`src/rtl/render_pkg.sv`:
```
// Shared VGA timing constants, tile codes, colour type and tile palette lookup.
package render_pkg;

   // 640x480@60 timing, counted in pixel clocks and lines
   localparam int unsigned H_VIS   = 640;
   localparam int unsigned H_FP    = 16;
   localparam int unsigned H_SYNC  = 96;
   localparam int unsigned H_TOTAL = 800;
   localparam int unsigned V_VIS   = 480;
   localparam int unsigned V_FP    = 10;
   localparam int unsigned V_SYNC  = 2;
   localparam int unsigned V_TOTAL = 525;

   // Tile codes as written by the level module
   localparam logic [7:0] BDR = 8'd0;
   localparam logic [7:0] SKY = 8'd1;
   localparam logic [7:0] BLK = 8'd2;
   localparam logic [7:0] GND = 8'd3;
   localparam logic [7:0] TKN = 8'd4;
   localparam logic [7:0] CK1 = 8'd5;
   localparam logic [7:0] CK2 = 8'd6;

   typedef struct packed {
      logic [7:0] r;
      logic [7:0] g;
      logic [7:0] b;
   } rgb_t;

   localparam rgb_t PAL_BDR    = rgb_t'(24'h000000);
   localparam rgb_t PAL_SKY    = rgb_t'(24'h5C94FC);
   localparam rgb_t PAL_BLK    = rgb_t'(24'hC84C0C);
   localparam rgb_t PAL_GND    = rgb_t'(24'h8B4513);
   localparam rgb_t PAL_TKN    = rgb_t'(24'hFFD700);
   localparam rgb_t PAL_CK1    = rgb_t'(24'hFFFFFF);
   localparam rgb_t PAL_CK2    = rgb_t'(24'hFF0000);
   localparam rgb_t PAL_MARIO  = rgb_t'(24'hE00000);
   localparam rgb_t PAL_GOOMBA = rgb_t'(24'hA0522D);

   // Unknown codes fall back to the border colour
   function automatic rgb_t tile_to_rgb(input logic [7:0] code);
      rgb_t c;
      case (code)
         SKY:     c = PAL_SKY;
         BLK:     c = PAL_BLK;
         GND:     c = PAL_GND;
         TKN:     c = PAL_TKN;
         CK1:     c = PAL_CK1;
         CK2:     c = PAL_CK2;
         default: c = PAL_BDR;
      endcase
      return c;
   endfunction

endpackage

```
`src/rtl/vga_timing_gen.sv`:
```
// Raster counters, per-pixel tile counters, raw syncs and the per-frame snapshot strobe.
module vga_timing_gen
   import render_pkg::*;
#(
   parameter int unsigned H_VISIBLE = H_VIS,
   parameter int unsigned H_FRONT   = H_FP,
   parameter int unsigned H_PULSE   = H_SYNC,
   parameter int unsigned H_PERIOD  = H_TOTAL,
   parameter int unsigned V_VISIBLE = V_VIS,
   parameter int unsigned V_FRONT   = V_FP,
   parameter int unsigned V_PULSE   = V_SYNC,
   parameter int unsigned V_PERIOD  = V_TOTAL,
   parameter int unsigned TILE_PX   = 40
) (
   input  logic       clk,
   input  logic       reset,
   output logic [9:0] h_cnt,
   output logic [9:0] v_cnt,
   output logic [3:0] tile_col,
   output logic [3:0] tile_row,
   output logic       hs_raw,
   output logic       vs_raw,
   output logic       visible,
   output logic       snap
);

   localparam logic [9:0] H_LAST     = 10'(H_PERIOD - 1);
   localparam logic [9:0] V_LAST     = 10'(V_PERIOD - 1);
   localparam logic [9:0] H_VIS_LAST = 10'(H_VISIBLE - 1);
   localparam logic [9:0] V_VIS_LAST = 10'(V_VISIBLE - 1);
   localparam logic [9:0] HS_START   = 10'(H_VISIBLE + H_FRONT);
   localparam logic [9:0] HS_END     = 10'(H_VISIBLE + H_FRONT + H_PULSE);
   localparam logic [9:0] VS_START   = 10'(V_VISIBLE + V_FRONT);
   localparam logic [9:0] VS_END     = 10'(V_VISIBLE + V_FRONT + V_PULSE);
   localparam logic [5:0] T_LAST     = 6'(TILE_PX - 1);

   logic [5:0] px_in_tile;
   logic [5:0] line_in_tile;

   // Advance raster and tile counters; tile counters hold during blanking
   always_ff @(posedge clk) begin
      if (reset) begin
         h_cnt        <= '0;
         v_cnt        <= '0;
         px_in_tile   <= '0;
         tile_col     <= '0;
         line_in_tile <= '0;
         tile_row     <= '0;
      end else if (h_cnt == H_LAST) begin
         h_cnt      <= '0;
         px_in_tile <= '0;
         tile_col   <= '0;
         if (v_cnt == V_LAST) begin
            v_cnt        <= '0;
            line_in_tile <= '0;
            tile_row     <= '0;
         end else begin
            v_cnt <= v_cnt + 10'd1;
            if (v_cnt < V_VIS_LAST) begin
               if (line_in_tile == T_LAST) begin
                  line_in_tile <= '0;
                  tile_row     <= tile_row + 4'd1;
               end else begin
                  line_in_tile <= line_in_tile + 6'd1;
               end
            end
         end
      end else begin
         h_cnt <= h_cnt + 10'd1;
         if (h_cnt < H_VIS_LAST) begin
            if (px_in_tile == T_LAST) begin
               px_in_tile <= '0;
               tile_col   <= tile_col + 4'd1;
            end else begin
               px_in_tile <= px_in_tile + 6'd1;
            end
         end
      end
   end

   assign hs_raw  = !((h_cnt >= HS_START) && (h_cnt < HS_END));
   assign vs_raw  = !((v_cnt >= VS_START) && (v_cnt < VS_END));
   assign visible = (h_cnt <= H_VIS_LAST) && (v_cnt <= V_VIS_LAST);
   // First cycle of the first blanking line
   assign snap    = (h_cnt == 10'd0) && (v_cnt == 10'(V_VISIBLE));

endmodule

```
`src/rtl/tile_frame_renderer.sv`:
```
// Tile map + sprite renderer: per-frame shadow of level state and a 2-stage colour pipeline.
module tile_frame_renderer
   import render_pkg::*;
#(
   parameter int unsigned CHARACTER_WIDTH = 42,
   parameter int unsigned SCREEN_WIDTH    = H_VIS,
   parameter int unsigned SCREEN_HEIGHT   = V_VIS,
   parameter int unsigned BLOCK_WIDTH     = 40,
   parameter int unsigned H_FRONT         = H_FP,
   parameter int unsigned H_PULSE         = H_SYNC,
   parameter int unsigned H_PERIOD        = H_TOTAL,
   parameter int unsigned V_FRONT         = V_FP,
   parameter int unsigned V_PULSE         = V_SYNC,
   parameter int unsigned V_PERIOD        = V_TOTAL
) (
   input  logic                     vga_clock,
   input  logic                     reset,
   input  logic [11:0][16:0][7:0]   background,
   input  logic signed [31:0]       mario_x,
   input  logic signed [31:0]       mario_y,
   input  logic signed [31:0]       goomba_x,
   input  logic signed [31:0]       goomba_y,
   input  logic signed [31:0]       goomba_2x,
   input  logic signed [31:0]       goomba_2y,
   output logic [7:0]               vga_r,
   output logic [7:0]               vga_g,
   output logic [7:0]               vga_b,
   output logic                     vga_hs,
   output logic                     vga_vs,
   output logic                     vga_blank_n,
   output logic                     vga_sync_n,
   output logic                     frame_start
);

   localparam int          CW       = int'(CHARACTER_WIDTH);
   localparam logic signed [31:0] OFF_SCREEN = 32'sd1000;

   logic [9:0] h_cnt, v_cnt;
   logic [3:0] tile_col, tile_row;
   logic       hs_raw, vs_raw, visible, snap;

   vga_timing_gen #(
      .H_VISIBLE (SCREEN_WIDTH),
      .H_FRONT   (H_FRONT),
      .H_PULSE   (H_PULSE),
      .H_PERIOD  (H_PERIOD),
      .V_VISIBLE (SCREEN_HEIGHT),
      .V_FRONT   (V_FRONT),
      .V_PULSE   (V_PULSE),
      .V_PERIOD  (V_PERIOD),
      .TILE_PX   (BLOCK_WIDTH)
   ) u_timing (
      .clk      (vga_clock),
      .reset    (reset),
      .h_cnt    (h_cnt),
      .v_cnt    (v_cnt),
      .tile_col (tile_col),
      .tile_row (tile_row),
      .hs_raw   (hs_raw),
      .vs_raw   (vs_raw),
      .visible  (visible),
      .snap     (snap)
   );

   logic [11:0][16:0][7:0] bg_q;
   logic signed [31:0]     mario_x_q, mario_y_q, goomba_x_q, goomba_y_q;
   logic signed [31:0]     goomba_2x_q, goomba_2y_q;

   // Capture the level state once per frame so rendering never tears
   always_ff @(posedge vga_clock) begin
      if (reset) begin
         bg_q        <= {(12 * 17){BDR}};
         mario_x_q   <= OFF_SCREEN;
         mario_y_q   <= OFF_SCREEN;
         goomba_x_q  <= OFF_SCREEN;
         goomba_y_q  <= OFF_SCREEN;
         goomba_2x_q <= OFF_SCREEN;
         goomba_2y_q <= OFF_SCREEN;
      end else if (snap) begin
         bg_q        <= background;
         mario_x_q   <= mario_x;
         mario_y_q   <= mario_y;
         goomba_x_q  <= goomba_x;
         goomba_y_q  <= goomba_y;
         goomba_2x_q <= goomba_2x;
         goomba_2y_q <= goomba_2y;
      end
   end

   // Screen top-left maps to the array's bottom-right; column 0 is never shown
   logic [3:0] row_idx;
   logic [4:0] col_idx;
   assign row_idx = 4'd11 - tile_row;
   assign col_idx = 5'd16 - {1'b0, tile_col};

   logic signed [31:0] px_s, py_s;
   assign px_s = $signed({22'd0, h_cnt});
   assign py_s = $signed({22'd0, v_cnt});

   function automatic logic in_box(input logic signed [31:0] px, input logic signed [31:0] py,
                                   input logic signed [31:0] x, input logic signed [31:0] y);
      return (px >= x) && (px < x + CW) && (py >= y) && (py < y + CW);
   endfunction

   logic [7:0] tile_s1;
   logic       hit_m_s1, hit_g_s1, hit_g2_s1, vis_s1, hs_s1, vs_s1;

   // Stage 1: tile lookup, sprite hit tests and raw timing
   always_ff @(posedge vga_clock) begin
      if (reset) begin
         tile_s1   <= BDR;
         hit_m_s1  <= 1'b0;
         hit_g_s1  <= 1'b0;
         hit_g2_s1 <= 1'b0;
         vis_s1    <= 1'b0;
         hs_s1     <= 1'b1;
         vs_s1     <= 1'b1;
      end else begin
         tile_s1   <= bg_q[row_idx][col_idx];
         hit_m_s1  <= in_box(px_s, py_s, mario_x_q, mario_y_q);
         hit_g_s1  <= in_box(px_s, py_s, goomba_x_q, goomba_y_q);
         hit_g2_s1 <= in_box(px_s, py_s, goomba_2x_q, goomba_2y_q);
         vis_s1    <= visible;
         hs_s1     <= hs_raw;
         vs_s1     <= vs_raw;
      end
   end

   rgb_t rgb_q;
   logic hs_q, vs_q, blank_n_q;

   // Stage 2: priority colour select and blanking, syncs kept aligned to colour
   always_ff @(posedge vga_clock) begin
      if (reset) begin
         rgb_q     <= PAL_BDR;
         hs_q      <= 1'b1;
         vs_q      <= 1'b1;
         blank_n_q <= 1'b0;
      end else begin
         hs_q      <= hs_s1;
         vs_q      <= vs_s1;
         blank_n_q <= vis_s1;
         if (!vis_s1)        rgb_q <= PAL_BDR;
         else if (hit_m_s1)  rgb_q <= PAL_MARIO;
         else if (hit_g_s1)  rgb_q <= PAL_GOOMBA;
         else if (hit_g2_s1) rgb_q <= PAL_GOOMBA;
         else                rgb_q <= tile_to_rgb(tile_s1);
      end
   end

   assign vga_r       = rgb_q.r;
   assign vga_g       = rgb_q.g;
   assign vga_b       = rgb_q.b;
   assign vga_hs      = hs_q;
   assign vga_vs      = vs_q;
   assign vga_blank_n = blank_n_q;
   assign vga_sync_n  = 1'b0;
   assign frame_start = snap;

endmodule

```
`config.mk`:
```
export PLATFORM = sky130hd
export DESIGN_NAME = tile_frame_renderer
export DESIGN_NICKNAME = d
export VERILOG_FILES = /design/src/rtl/render_pkg.sv /design/src/rtl/vga_timing_gen.sv /design/src/rtl/tile_frame_renderer.sv
export SDC_FILE = /design/constraint.sdc
export NUM_CORES = 2
export LEC_CHECK = 0
export CORE_AREA = 2 2 733 735
export CTS_BUF_LIST = sky130_fd_sc_hd__clkbuf_2 sky130_fd_sc_hd__clkbuf_4 sky130_fd_sc_hd__clkbuf_8
export CTS_CLUSTER_SIZE = 28
export DETAILED_ROUTE_END_ITERATION = 16
export DIE_AREA = 0 0 735 737
export MAX_ROUTING_LAYER = met4
export PLACE_DENSITY = 0.45
export SYNTH_ARGS = -nofsm -noshare
export SYNTH_HDL_FRONTEND = slang
export SYNTH_HIERARCHICAL = 1
export SYNTH_SLANG_ARGS = --single-unit
```
`constraint.sdc`:
```
create_clock -name vga_clock -period 3.4 [get_ports vga_clock]
set_input_delay 0.34 -clock vga_clock [delete_from_list [all_inputs] [get_ports vga_clock]]
set_output_delay 0.34 -clock vga_clock [all_outputs]
set_load 0.01 [all_outputs]
```
==> impl_metrics.yaml <==
status:
  status: "complete, but fails checks"
  failed_checks: "capacitance limit"
logic_synthesis:
  ys_ff_latch: 1901
  synthDistinctLibCells: 88
  syn_avg_cell_area_um2: 9.65
  synthFlopType: "dfxtp_1"
  synth_edf_count: 0
  syn_inst: 8952
  synth_area_leader_cell: "dfxtp_1"
  yosys_warnings: 6
  synthArstFlopShare: 0
  yosys-top-cells-area: "dfxtp_1, mux2i_1, nor2_1, o22ai_1, ha_1"
  syn-num-nets: 10908
  syn_area_um2: 86400
  synth_seq_area_share: 0.441
  yosys.area.top_type_share: 0.441
placement:
  place.gp.congestion: 0.874
  io_buffers: 1853
  dp_hpwl_um: 434000
  pre_cts_ws_ps: -647
cells_and_area:
  layout_common_cells: "mux2i_1, nor2_1, dfxtp_1"
  area_growth_pct: 66.9
  num-nets-final: 14835
  final_core_util: 0.270
  mostFrequentLayoutCell: "mux2i_1"
  drive_gt1_frac: 0.103
detailed_routing:
  wire_per_inst_um: 26.7
  antenna_left: 0
  viasPerCell: 4.10
  dr.pass1.iters: 8
  drt_iter0_markers: 4998
  maxUsedRoutingLayer: "met4"
  wl_met2_um: 259000
  met1_length_um: 239000
  met3WireLength_um: 29900
  num_vias: 83851
  drc: 0
  wl_um: 547000
worst_setup_path:
  worstPathArrival_ps: 4410
  crit_end: "tile_s1[3]"
  cp_max_fo: 15
  ff2ff_setup_slack_ps: 60
  cp-end-kind: "register"
  r2r_cells: 8
  crit_required_ps: 4470
  r2r_end: "tile_s1[3]"
  worstSetupPathType: "register to register"
  cp-start-kind: "register"
  critPathLaunch: "u_timing/tile_row[3]"
  r2r_start: "u_timing/tile_row[3]"
clocking:
  root_buffer: "clkbuf_8"
  clock_sinks: 1901
  path_clk_slew_ps: 60
  htreeDepth: 5
  cts_inserted_buffers: 380
  tritoncts: "done"
  clock_latency_ps: 1240
  clock_path_buffers: 4
sta:
  setup_ws_ps: 58.1
  maxSlewViolCount: 0
  tightestPinTransition_ps: 1490
  hold_ws_ps: 160
  fmax_ghz: 0.299
  rsz0062_at_grt: "false"
  slew_headroom: 0.00695
  hold_viol_final: 0
  fin_skew_ps: 134
  fin_crit_sh: 0.983
  period_needed_ps: 3340
  setup_viol: 0
flow_run:
  cap_viol_max_count: 1
grt:
  grt_pass1_vias: 85007
  antenna_found_initial: 291
  grt_pass1_wl_um: 724000
  grt_start_max_net_pins: 172
  grt_usage: 0.198
  grt_overflow: 0
floorplan:
  io_pins: 1855
  start_util: 0.162
  die_area_um2: 542000
  dieHeight_um: 737
  dieWidth_um: 735
  core-area_um2: 534000
  rows: 269
pwr:
  power_density_nw_per_um2: 376
  p_leak_nw: 47.6
  ir_drop_v: 0.000315
min_path:
  hold_class: "input port to register"
==> sequential cells by signal, indices dropped and copies added, names as in the netlist, 10 cells and up <==
register	flops
goomba_x_q	32
goomba_2y_q	32
bg_q	1632
u_timing/v_cnt	10
goomba_2x_q	32
mario_y_q	32
u_timing/h_cnt	10
mario_x_q	32
goomba_y_q	32
==> timing repair <==
item	4_1_cts	5_1_grt
gates cloned	0	1
setup endpoints to repair	9	8
endpoints found under the hold margin	1840	0
pin swaps	3	3
gates resized for setup	49	8
buffers inserted	3	8
hold buffers	1822	0
==> layer usage <==
| metal | up-vias | track usage |
|---|---|---|
| li1 | 39866 | - |
| met1 | 40351 | 0.244 |
| met2 | 2901 | 0.327 |
| met3 | 733 | 0.0350 |
| met4 | 0 | 0.0637 |
| met5 | - | - |
==> worst max-delay path, cell delays in order (launching register included) <==
cell and delay (ps):
dfxtp_2 430, or3b_4 650, buf_4 310, o22ai_1 490
or4_1 280, nand3_1 290, o311ai_4 260, nand4_1 160
o31ai_1 270
==> area by class of cell <==
type / count / area (um2)
clock inverters: 80 / 981
fillers: 56886 / 390000
repair buffers: 4197 / 42100
well taps: 7046 / 8820
multi-input cells: 6290 / 45800
flip-flops and latches: 1901 / 38100
clock buffers: 593 / 7380
inverters: 109 / 414
diodes: 236 / 591
==> cell usage after synthesis (all sizes together), types with 12 or more instances <==
cell / instances
a211oi: 29
a21o: 19
a21oi: 76
a311oi: 14
a31oi: 19
and2: 14
and3: 18
buf: 283
clkbuf: 369
dfxtp: 1901
ha: 130
inv: 108
mux2i: 2568
mux4: 24
nand2: 126
nand2b: 15
nand3: 69
nand4: 61
nor2: 2029
nor3: 64
nor4: 134
o211ai: 53
o21a: 12
o21ai: 195
o22ai: 262
o311ai: 13
o31ai: 17
or2: 18
or3: 27
or4: 49
xnor2: 71
xor2: 29
==> worst min path at each step <==
stage / start / cells past startpoint / to
5_1_grt: background[48] / 3 / bg_q[48]
4_1_cts: background[48] / 3 / bg_q[48]
3_3_place_gp: hs_s1 / 1 / vga_hs
3_5_place_dp: hs_s1 / 1 / vga_hs
6_report: background[563] / 3 / bg_q[563]
2_1_floorplan: hs_s1 / 1 / vga_hs
==> where the power goes <==
group          internal [mW]  switching, mW
Sequential              22.3        0.00831
Clock                   14.9           11.8
Combinational           3.33           1.92
==> through the flow <==
stage	total power [mW]	area, um2	instances	setup TNS, ps
final	54.2	144000	20452	0
after global routing	56.1	144000	20407	0
after CTS	55.2	143000	20207	0
after detailed placement	26.1	117000	17710	-2160
after global placement	26.1	117000	17708	-3050
after floorplan	23.2	86400	8952	0
==> cell families after synthesis <==
family          count (synthesis)  share of synthesized area
flops                        1901                      0.441
fa+ha+maj                     130                     0.0188
other cells                     1                  0.0000434
simple gates                 2673                      0.132
xor+xnor                      100                     0.0101
mux                          2597                      0.304
buf+inv                       761                     0.0354
compound gates                789                     0.0586
No activity file was read; power rests on OpenSTA's default activity.
